## src/rtl/demux_rr_dispatch.sv

```systemverilog
// rtl/demux_rr_dispatch.sv - round-robin 1:4 demux dispatcher with a one-word holding register
// Lanes are served in rotating order, skipping disabled lanes; only the selected lane carries data.
module demux_rr_dispatch #(
  parameter int WIDTH = 8
) (
  input  logic             CLK,
  input  logic             RST,
  input  logic [3:0]       EN,
  input  logic             IN_VALID,
  output logic             IN_READY,
  input  logic [WIDTH-1:0] IN_DATA,
  output logic [3:0]       OUT_VALID,
  input  logic [3:0]       OUT_READY,
  output logic [WIDTH-1:0] A,
  output logic [WIDTH-1:0] B,
  output logic [WIDTH-1:0] C,
  output logic [WIDTH-1:0] D,
  output logic [1:0]       SEL,
  output logic             BUSY
);

  typedef enum logic {ST_EMPTY = 1'b0, ST_FULL = 1'b1} state_t;

  state_t           state_q, state_d;
  logic [1:0]       ptr_q, ptr_d;
  logic [1:0]       tgt_q, tgt_d;
  logic [WIDTH-1:0] data_q, data_d;

  logic             en_any;
  logic             in_ready;
  logic             accept;
  logic             depart;
  logic [1:0]       base;

  // First enabled lane at or after start, wrapping 3 -> 0.
  function automatic logic [1:0] pick(input logic [1:0] start, input logic [3:0] en);
    logic [1:0] idx;
    logic       found;
    pick  = start;
    found = 1'b0;
    for (int i = 0; i < 4; i++) begin
      idx = start + 2'(i);
      if (!found && en[idx]) begin
        pick  = idx;
        found = 1'b1;
      end
    end
  endfunction

  always_comb begin
    en_any   = |EN;
    depart   = (state_q == ST_FULL) && OUT_READY[tgt_q];
    in_ready = !RST && en_any && ((state_q == ST_EMPTY) || OUT_READY[tgt_q]);
    accept   = IN_VALID && in_ready;
    // When the held word leaves this cycle, the search restarts just past it.
    base     = depart ? (tgt_q + 2'd1) : ptr_q;

    state_d  = state_q;
    ptr_d    = ptr_q;
    tgt_d    = tgt_q;
    data_d   = data_q;

    if (depart) begin
      ptr_d   = tgt_q + 2'd1;
      state_d = ST_EMPTY;
    end
    if (accept) begin
      data_d  = IN_DATA;
      tgt_d   = pick(base, EN);
      state_d = ST_FULL;
    end
  end

  always_ff @(posedge CLK) begin
    if (RST) begin
      state_q <= ST_EMPTY;
      ptr_q   <= 2'd0;
      tgt_q   <= 2'd0;
      data_q  <= '0;
    end else begin
      state_q <= state_d;
      ptr_q   <= ptr_d;
      tgt_q   <= tgt_d;
      data_q  <= data_d;
    end
  end

  // Lane outputs depend on registered state only.
  always_comb begin
    OUT_VALID = (state_q == ST_FULL) ? (4'b0001 << tgt_q) : 4'b0000;
    A         = OUT_VALID[0] ? data_q : '0;
    B         = OUT_VALID[1] ? data_q : '0;
    C         = OUT_VALID[2] ? data_q : '0;
    D         = OUT_VALID[3] ? data_q : '0;
    SEL       = tgt_q;
    BUSY      = (state_q == ST_FULL);
    IN_READY  = in_ready;
  end

endmodule

```

## config.mk

```make
export PLATFORM = sky130hd
export DESIGN_NAME = demux_rr_dispatch
export DESIGN_NICKNAME = d
export VERILOG_FILES = /design/src/rtl/demux_rr_dispatch.sv
export SDC_FILE = /design/constraint.sdc
export NUM_CORES = 1
export LEC_CHECK = 0
export ABC_AREA = 0
export ABC_CLOCK_PERIOD_IN_PS = 1950
export CELL_PAD_IN_SITES_DETAIL_PLACEMENT = 1
export CELL_PAD_IN_SITES_GLOBAL_PLACEMENT = 2
export CORE_UTILIZATION = 18
export CTS_CLUSTER_SIZE = 30
export DETAILED_ROUTE_END_ITERATION = 8
export PLACE_DENSITY = 0.77
export SYNTH_ARGS = -nofsm -noshare
export SYNTH_HDL_FRONTEND = slang
export SYNTH_SLANG_ARGS = --single-unit
```

## constraint.sdc

```tcl
create_clock -name CLK -period 1.95 [get_ports CLK]
set_input_delay 0.195 -clock CLK [delete_from_list [all_inputs] [get_ports CLK]]
set_output_delay 0.195 -clock CLK [all_outputs]
set_load 0.02 [all_outputs]
```

==> run summary, run 1 <==
result of the run: complete, no violations
start point of the worst hold path: data_q[5]
area of the multi-input gates: 781 sq um
routed wire length: 3810 um
most common library cells after synthesis: sky130_fd_sc_hd__and3_1 (32), sky130_fd_sc_hd__nor2_1 (14), sky130_fd_sc_hd__dfxtp_1 (13)
Final Non-Filler Cells: 280
FF/Latch Area: 263 sq um
share of cells above drive strength 1: 21.2%
vertical extent of the die: 78 um
Final Max Tran Viols: 0
starting density of the core: 18.8%
hold crit path type: flop to flop
half-perimeter wire length after placement: 3110 um
clock root buffer: sky130_fd_sc_hd__clkbuf_8
routed length per placed instance: 13.6 um
setup-violating endpoint count in the final report: 0
maximum number of pins on one net before global-route repair: 39
Arr. time, crit path: 2.03 ns
number of antenna-violating nets in the routed design: 0
ranking of synthesized cells by area: sky130_fd_sc_hd__dfxtp_1 (25%), sky130_fd_sc_hd__and3_1 (19%), sky130_fd_sc_hd__mux2i_1 (9.6%), sky130_fd_sc_hd__nor2_1 (5.1%), sky130_fd_sc_hd__ha_1 (4.8%)
IR Drop Worst-Case VDD: 0.320 mV
worst slack after detailed placement: -0.120 ns
number of diodes added for antenna fixing: 0
Worst Path Class, Setup: flop to flop
drt first-iter violations: 76
Reg clk slew, reported paths: 0.06 ns
period utilisation layout: 98.1%
Clock Latency Late Sink: 0.24 ns
post-place instance area: 0.00186 sq mm
initial antenna violation count: 0
post-route total power: 0.829 mW
number of enable flip-flop cells after synthesis: 0
CP Launch Point: SEL[1]
number of optimization iterations in the first detailed-route pass: 4
highest fanout seen on the critical path: 7
fin util: 35.1%
async set-reset flop share out of synthesis: 0%
total setup buffers inserted after CTS: 0
x dimension of the die: 78 um
share of the synthesized area in the top cell type: 25.0%
RSZ-0062 raised after global routing: yes
static leakage power: 0.977 nW
source of the worst register-to-register timing path: SEL[1]
worst path setup slack after routing: 0.0368 ns
worst-case hold slack: 0.549 ns
synthesized area per cell: 7.94 sq um
maximum count of clock buffers along a single path: 2
Die Area: 0.00608 sq mm
via density per instance: 4.50
Port Buf Inserts: 58
H-tree depth: 1
portion of the post-synthesis area used by sequential elements: 25.0%
Post-route DRC: 0
final-report hold violation count: 0
Post-Syn Nets: 154
most common cell in the netlist: sky130_fd_sc_hd__and3_1
Worst Tran Pin Value: 0.344 ns
core box area: 0.00554 sq mm
total instance count after detailed placement: 276
TritonCTS buffer count: 3
via count of the first global-routing pass: 1254
Syn Inst Count: 131
Sinks on Clock Net: 13
crit path capture type: flop
leading register cell type out of synthesis: sky130_fd_sc_hd__dfxtp_1
top cell type by total area after synthesis: sky130_fd_sc_hd__dfxtp_1
Boundary Pins: 59
critical path launch point type: flop
Tot GR Track Use: 13.1%
largest clock skew in the final design: 0.00266 ns
required arrival time at the worst endpoint: 2.06 ns
area of the mapped netlist: 0.00104 sq mm
CTS tree: yes
weighted congestion at the end of routability-driven global placement: 0.791
aggregate global routing overflow: 0
Syn-to-layout area delta: 86.9%
setup total negative slack: 0 ns
final standard cell area without fillers: 0.00194 sq mm
number of placement rows: 27
power per cell area: 427 mW/mm^2
total of flip-flops plus latches after synthesis: 13
Rel. slew slack: 77.0%
min cycle time layout: 1.91 ns
achievable clock frequency: 0.523 GHz
Warnings, synthesis: 0
total vias in the final route: 1259
first-pass GRT wire length: 6340 um
final net count: 232
Max Cap Viol: 0
Layout fillers: 658
number of distinct library cell variants in the gate-level netlist after synthesis: 34
[placed cells by master (no fill, tap or decap), types with 2 or more instances in the layout]
cell and n:
sky130_fd_sc_hd__and3_1 32, sky130_fd_sc_hd__dlygate4sd2_1 25, sky130_fd_sc_hd__ha_4 3, sky130_fd_sc_hd__inv_2 2, sky130_fd_sc_hd__o21ai_0 2, sky130_fd_sc_hd__nor2_1 14
sky130_fd_sc_hd__or4_1 2, sky130_fd_sc_hd__and2_1 5, sky130_fd_sc_hd__dfxtp_1 11, sky130_fd_sc_hd__buf_4 20, sky130_fd_sc_hd__nand2_1 6, sky130_fd_sc_hd__o32ai_1 2
sky130_fd_sc_hd__inv_1 8, sky130_fd_sc_hd__dfxtp_2 2, sky130_fd_sc_hd__clkdlybuf4s50_1 32, sky130_fd_sc_hd__clkbuf_8 3, sky130_fd_sc_hd__mux2i_1 9, sky130_fd_sc_hd__a21oi_1 2
sky130_fd_sc_hd__nand3_1 2
[cell families after synthesis]
logic type	Yosys count	share of synthesized area [%]
compound gates	17	13.5
mux	11	11.8
simple gates	69	37.3
buf+inv	17	7.58
flops	13	25.0
fa+ha+maj	4	4.81
[final timing paths]
path          endpoint  slack [ns]  cells after the start
min reg2reg  data_q[5]        0.55                      2
max reg2reg     SEL[1]        0.04                      6
min          data_q[5]        0.55                      2
max             SEL[1]        0.04                      6
[power by group]
group	total [mW]	switching [mW]	internal, mW
logic	0.290	0.139	0.151
clock network	0.240	0.0992	0.141
registers	0.299	0.0176	0.282
[metal layers]
metal / share of wire [%] / wire [um] / vias to the layer above / GRT usage [%]
li1: - / - / 636 / -
met1: 52 / 1970 / 594 / 18.0
met2: 44 / 1700 / 27 / 21.3
met3: 3.4 / 128 / 2 / 2.71
met4: 0.50 / 19 / 0 / 1.67
met5: 0 / 0 / - / 0
[critical path: stages (launching register included)]
cell and delay, ns:
sky130_fd_sc_hd__dfxtp_2 0.36, sky130_fd_sc_hd__buf_4 0.17, sky130_fd_sc_hd__nand2b_2 0.21, sky130_fd_sc_hd__o221a_1 0.26, sky130_fd_sc_hd__or4_1 0.52, sky130_fd_sc_hd__o32ai_1 0.16, sky130_fd_sc_hd__o32ai_1 0.12
[state kept, by name (all words and copies together), names as in the netlist]
register and cells:
data_q 8, SEL 2, ptr_q 2, BUSY 1
[repair_timing]
item | CTS | global route
endpoints found under the hold margin | 0 | 0
pin swaps | 0 | 1
endpoints found under the setup margin | 37 | 17
hold buffers | 0 | 0
resized for setup | 32 | 15
[final cells by class]
class                   instances  share of cell area [%]
repair buffers                 80                    37.3
well taps                      72                    4.64
clock inverters                 1                   0.258
multi-input cells             101                    40.2
clock buffers                   3                    2.12
inverters                      10                    1.93
flip-flops and latches         13                    13.5
No activity file was read; power rests on OpenSTA's default activity.
==> run 2, diff against run 1 <==
- ABC_CLOCK_PERIOD_IN_PS: 1950 -> 1900
- CORE_UTILIZATION: 18 -> 20
- PLACE_DENSITY: 0.77 -> 0.81
- clock period: 1.95 -> 1.9 ns (I/O delays scaled with it)
==> run 2 against run 1 <==
Effect of this change: routed wire length is 11% higher; clock skew is 0.0031 ns higher; cell area is 1.2% lower; worst setup slack better by 0.018 ns; combinational power is 2% higher; clock power is 3% higher; die area is 9.7% lower; fmax is 3.7% higher; power is 3.1% higher; sequential power is 4% higher.
==> run summary, run 2 (synthesized netlist as in run 1, its figures left out) <==
final standard cell area without fillers: 0.00192 sq mm (-1.2%)
Tot GR Track Use: 14.8% (+1.8 points)
x dimension of the die: 74.1 um (-5.0%)
highest fanout seen on the critical path: 7 (unchanged)
largest clock skew in the final design: 0.00580 ns (+0.00313 ns)
number of optimization iterations in the first detailed-route pass: 4 (unchanged)
Sinks on Clock Net: 13 (unchanged)
routed wire length: 4220 um (+11%)
Clock Latency Late Sink: 0.24 ns (about the same)
aggregate global routing overflow: 0 (unchanged)
crit path capture type: flop
routing layer with the top usage in global route: met2
Max Cap Viol: 0 (unchanged)
number of diodes added for antenna fixing: 0 (unchanged)
Biggest register: data_q
Worst Tran Pin Value: 0.346 ns (+0.00157 ns)
worst slack after detailed placement: -0.204 ns (-0.0841 ns)
result of the run: complete, no violations
TritonCTS buffer count: 3 (unchanged)
CTS tree: yes
worst-path cell with the longest stage delay: sky130_fd_sc_hd__mux4_2
final-report hold violation count: 0 (unchanged)
critical path, cell by cell: mux4_2 -> o2111a_2 -> or3_1 -> o211ai_1
global routing usage on met3: 1.76% (-0.94 points)
maximum number of pins on one net before global-route repair: 41 (+5.1%)
leading cell type in the layout, fill and taps excluded: sky130_fd_sc_hd__dlygate4sd2_1
required arrival time at the worst endpoint: 2.05 ns (about the same)
Rel. slew slack: 76.9% (-0.10 points)
flip-flop count of the largest register, all copies and words added: 8 (unchanged)
worst path setup slack after routing: 0.0546 ns (+0.0178 ns)
GR Layer Usage met2: 27.6% (+6.2 points)
critical path launch point type: flop
share of cells above drive strength 1: 22.2% (+1.1 points)
Syn-to-layout area delta: 84.7%
largest stage delay on the critical path: 0.56 ns (+0.04 ns)
via density per instance: 4.71 (+4.7%)
setup-violating endpoint count in the final report: 0 (unchanged)
CTS Hold Buffers Added: 0 (unchanged)
number of antenna-violating nets in the routed design: 0 (unchanged)
weighted congestion at the end of routability-driven global placement: 0.839 (+6.1%)
maximum count of clock buffers along a single path: 2 (unchanged)
Final Max Tran Viols: 0 (unchanged)
Boundary Pins: 59 (unchanged)
power per cell area: 445 mW/mm^2 (+4.3%)
number of placement rows: 25 (-7.4%)
IR Drop Worst-Case VDD: 0.330 mV (+3.0%)
vertical extent of the die: 74.1 um (-5.0%)
achievable clock frequency: 0.542 GHz (+3.7%)
RSZ-0062 raised after global routing: yes
total vias in the final route: 1290 (+2.5%)
core box area: 0.00485 sq mm (-12%)
via count of the first global-routing pass: 1348 (+7.5%)
post-place instance area: 0.00183 sq mm (-1.5%)
Buf/Inv on CP: 0 (-1)
period utilisation layout: 97.1% (-0.99 points)
commonest non-fill, non-tap cells in the layout: sky130_fd_sc_hd__dlygate4sd2_1 (36), sky130_fd_sc_hd__and3_1 (32), sky130_fd_sc_hd__clkdlybuf4s50_1 (21), sky130_fd_sc_hd__buf_4 (19), sky130_fd_sc_hd__nor2_1 (14)
Worst Path Class, Setup: flop to flop
Arr. time, crit path: 2.00 ns (-0.03 ns)
Layout fillers: 588 (-11%)
final net count: 231 (-0.43%)
starting density of the core: 21.4% (+2.7 points)
routed length per placed instance: 15.4 um (+13%)
initial antenna violation count: 0 (unchanged)
post-route total power: 0.855 mW (+3.1%)
Reg clk slew, reported paths: 0.06 ns (about the same)
first-pass GRT wire length: 6370 um (+0.43%)
static leakage power: 1.03 nW (+5.2%)
drt first-iter violations: 44 (-42%)
Die Area: 0.00549 sq mm (-9.7%)
min cycle time layout: 1.85 ns (-0.0678 ns)
kind of cell adding the most delay to the critical path: multiplexers
fin util: 39.6% (+4.5 points)
hold crit path type: flop to flop
Post-route DRC: 0 (unchanged)
half-perimeter wire length after placement: 3340 um (+7.4%)
clock root buffer: sky130_fd_sc_hd__clkbuf_8
Port Buf Inserts: 58 (unchanged)
H-tree depth: 1 (unchanged)
fraction of met1 tracks used by global routing: 18.0% (-0.056 points)
setup total negative slack: 0 ns (unchanged)
==> run 2: changes by cell type in the layout (fill, tap and decap cells not counted), sizes merged <==
| cell | previous run | this run |
|---|---|---|
| clkdlybuf4s50 | 32 | 21 |
| dlygate4sd2 | 25 | 36 |
| buf | 22 | 21 |
==> run 2: where the power goes <==
| part | internal [mW] | total, mW | switching [mW] | leakage (nW) |
|---|---|---|---|---|
| logic | 0.156 | 0.296 | 0.141 | 0.895 |
| registers | 0.289 | 0.312 | 0.0232 | 0.108 |
| clock network | 0.145 | 0.247 | 0.102 | 0.0255 |
| total | 0.589 | 0.855 | 0.266 | 1.03 |
==> run 2: through the flow <==
| stage | cells | hold WS [ns] |
|---|---|---|
| after floorplan | 131 | 0.298 |
| after global placement | 268 | 0.538 |
| after detailed placement | 268 | 0.552 |
| after CTS | 273 | 0.564 |
| after global routing | 274 | 0.577 |
| final | 274 | 0.561 |
==> run 2: worst paths after layout <==
| path | startpoint | to | slack, ns | depth (start not counted) |
|---|---|---|---|---|
| worst max-delay path | SEL[0] | SEL[0] | 0.05 | 4 |
| worst min-delay path | data_q[5] | data_q[5] | 0.56 | 2 |
| worst max register to register | SEL[0] | SEL[0] | 0.05 | 4 |
| worst min register to register | data_q[5] | data_q[5] | 0.56 | 2 |
==> run 2: final cells by class <==
type | count | area, sq um | share of cell area, %
repair buffers | 79 | 704 | 36.7
inverters | 10 | 37.5 | 1.95
multi-input cells | 101 | 779 | 40.6
clock inverters | 1 | 5.00 | 0.261
clock buffers | 3 | 41.3 | 2.15
well taps | 67 | 83.8 | 4.36
flip-flops and latches | 13 | 269 | 14.0
==> run 2: tightest hold or removal path: stages (launching register included) <==
cell,delay (ns)
sky130_fd_sc_hd__dfxtp_1,0.34
sky130_fd_sc_hd__mux2i_1,0.13
sky130_fd_sc_hd__nor2_1,0.05
==> run 2: metal layers <==
metal,up-vias,wire (um)
met5,-,0
met4,0,33
met3,4,76
met2,20,2250
met1,629,1860
li1,637,-
==> run 2: repair_timing <==
action	in CTS	in global routing
gates resized for setup	47	12
setup buffers	1	1
pin swaps	0	4
setup endpoints to repair	39	3
endpoints found under the hold margin	0	0
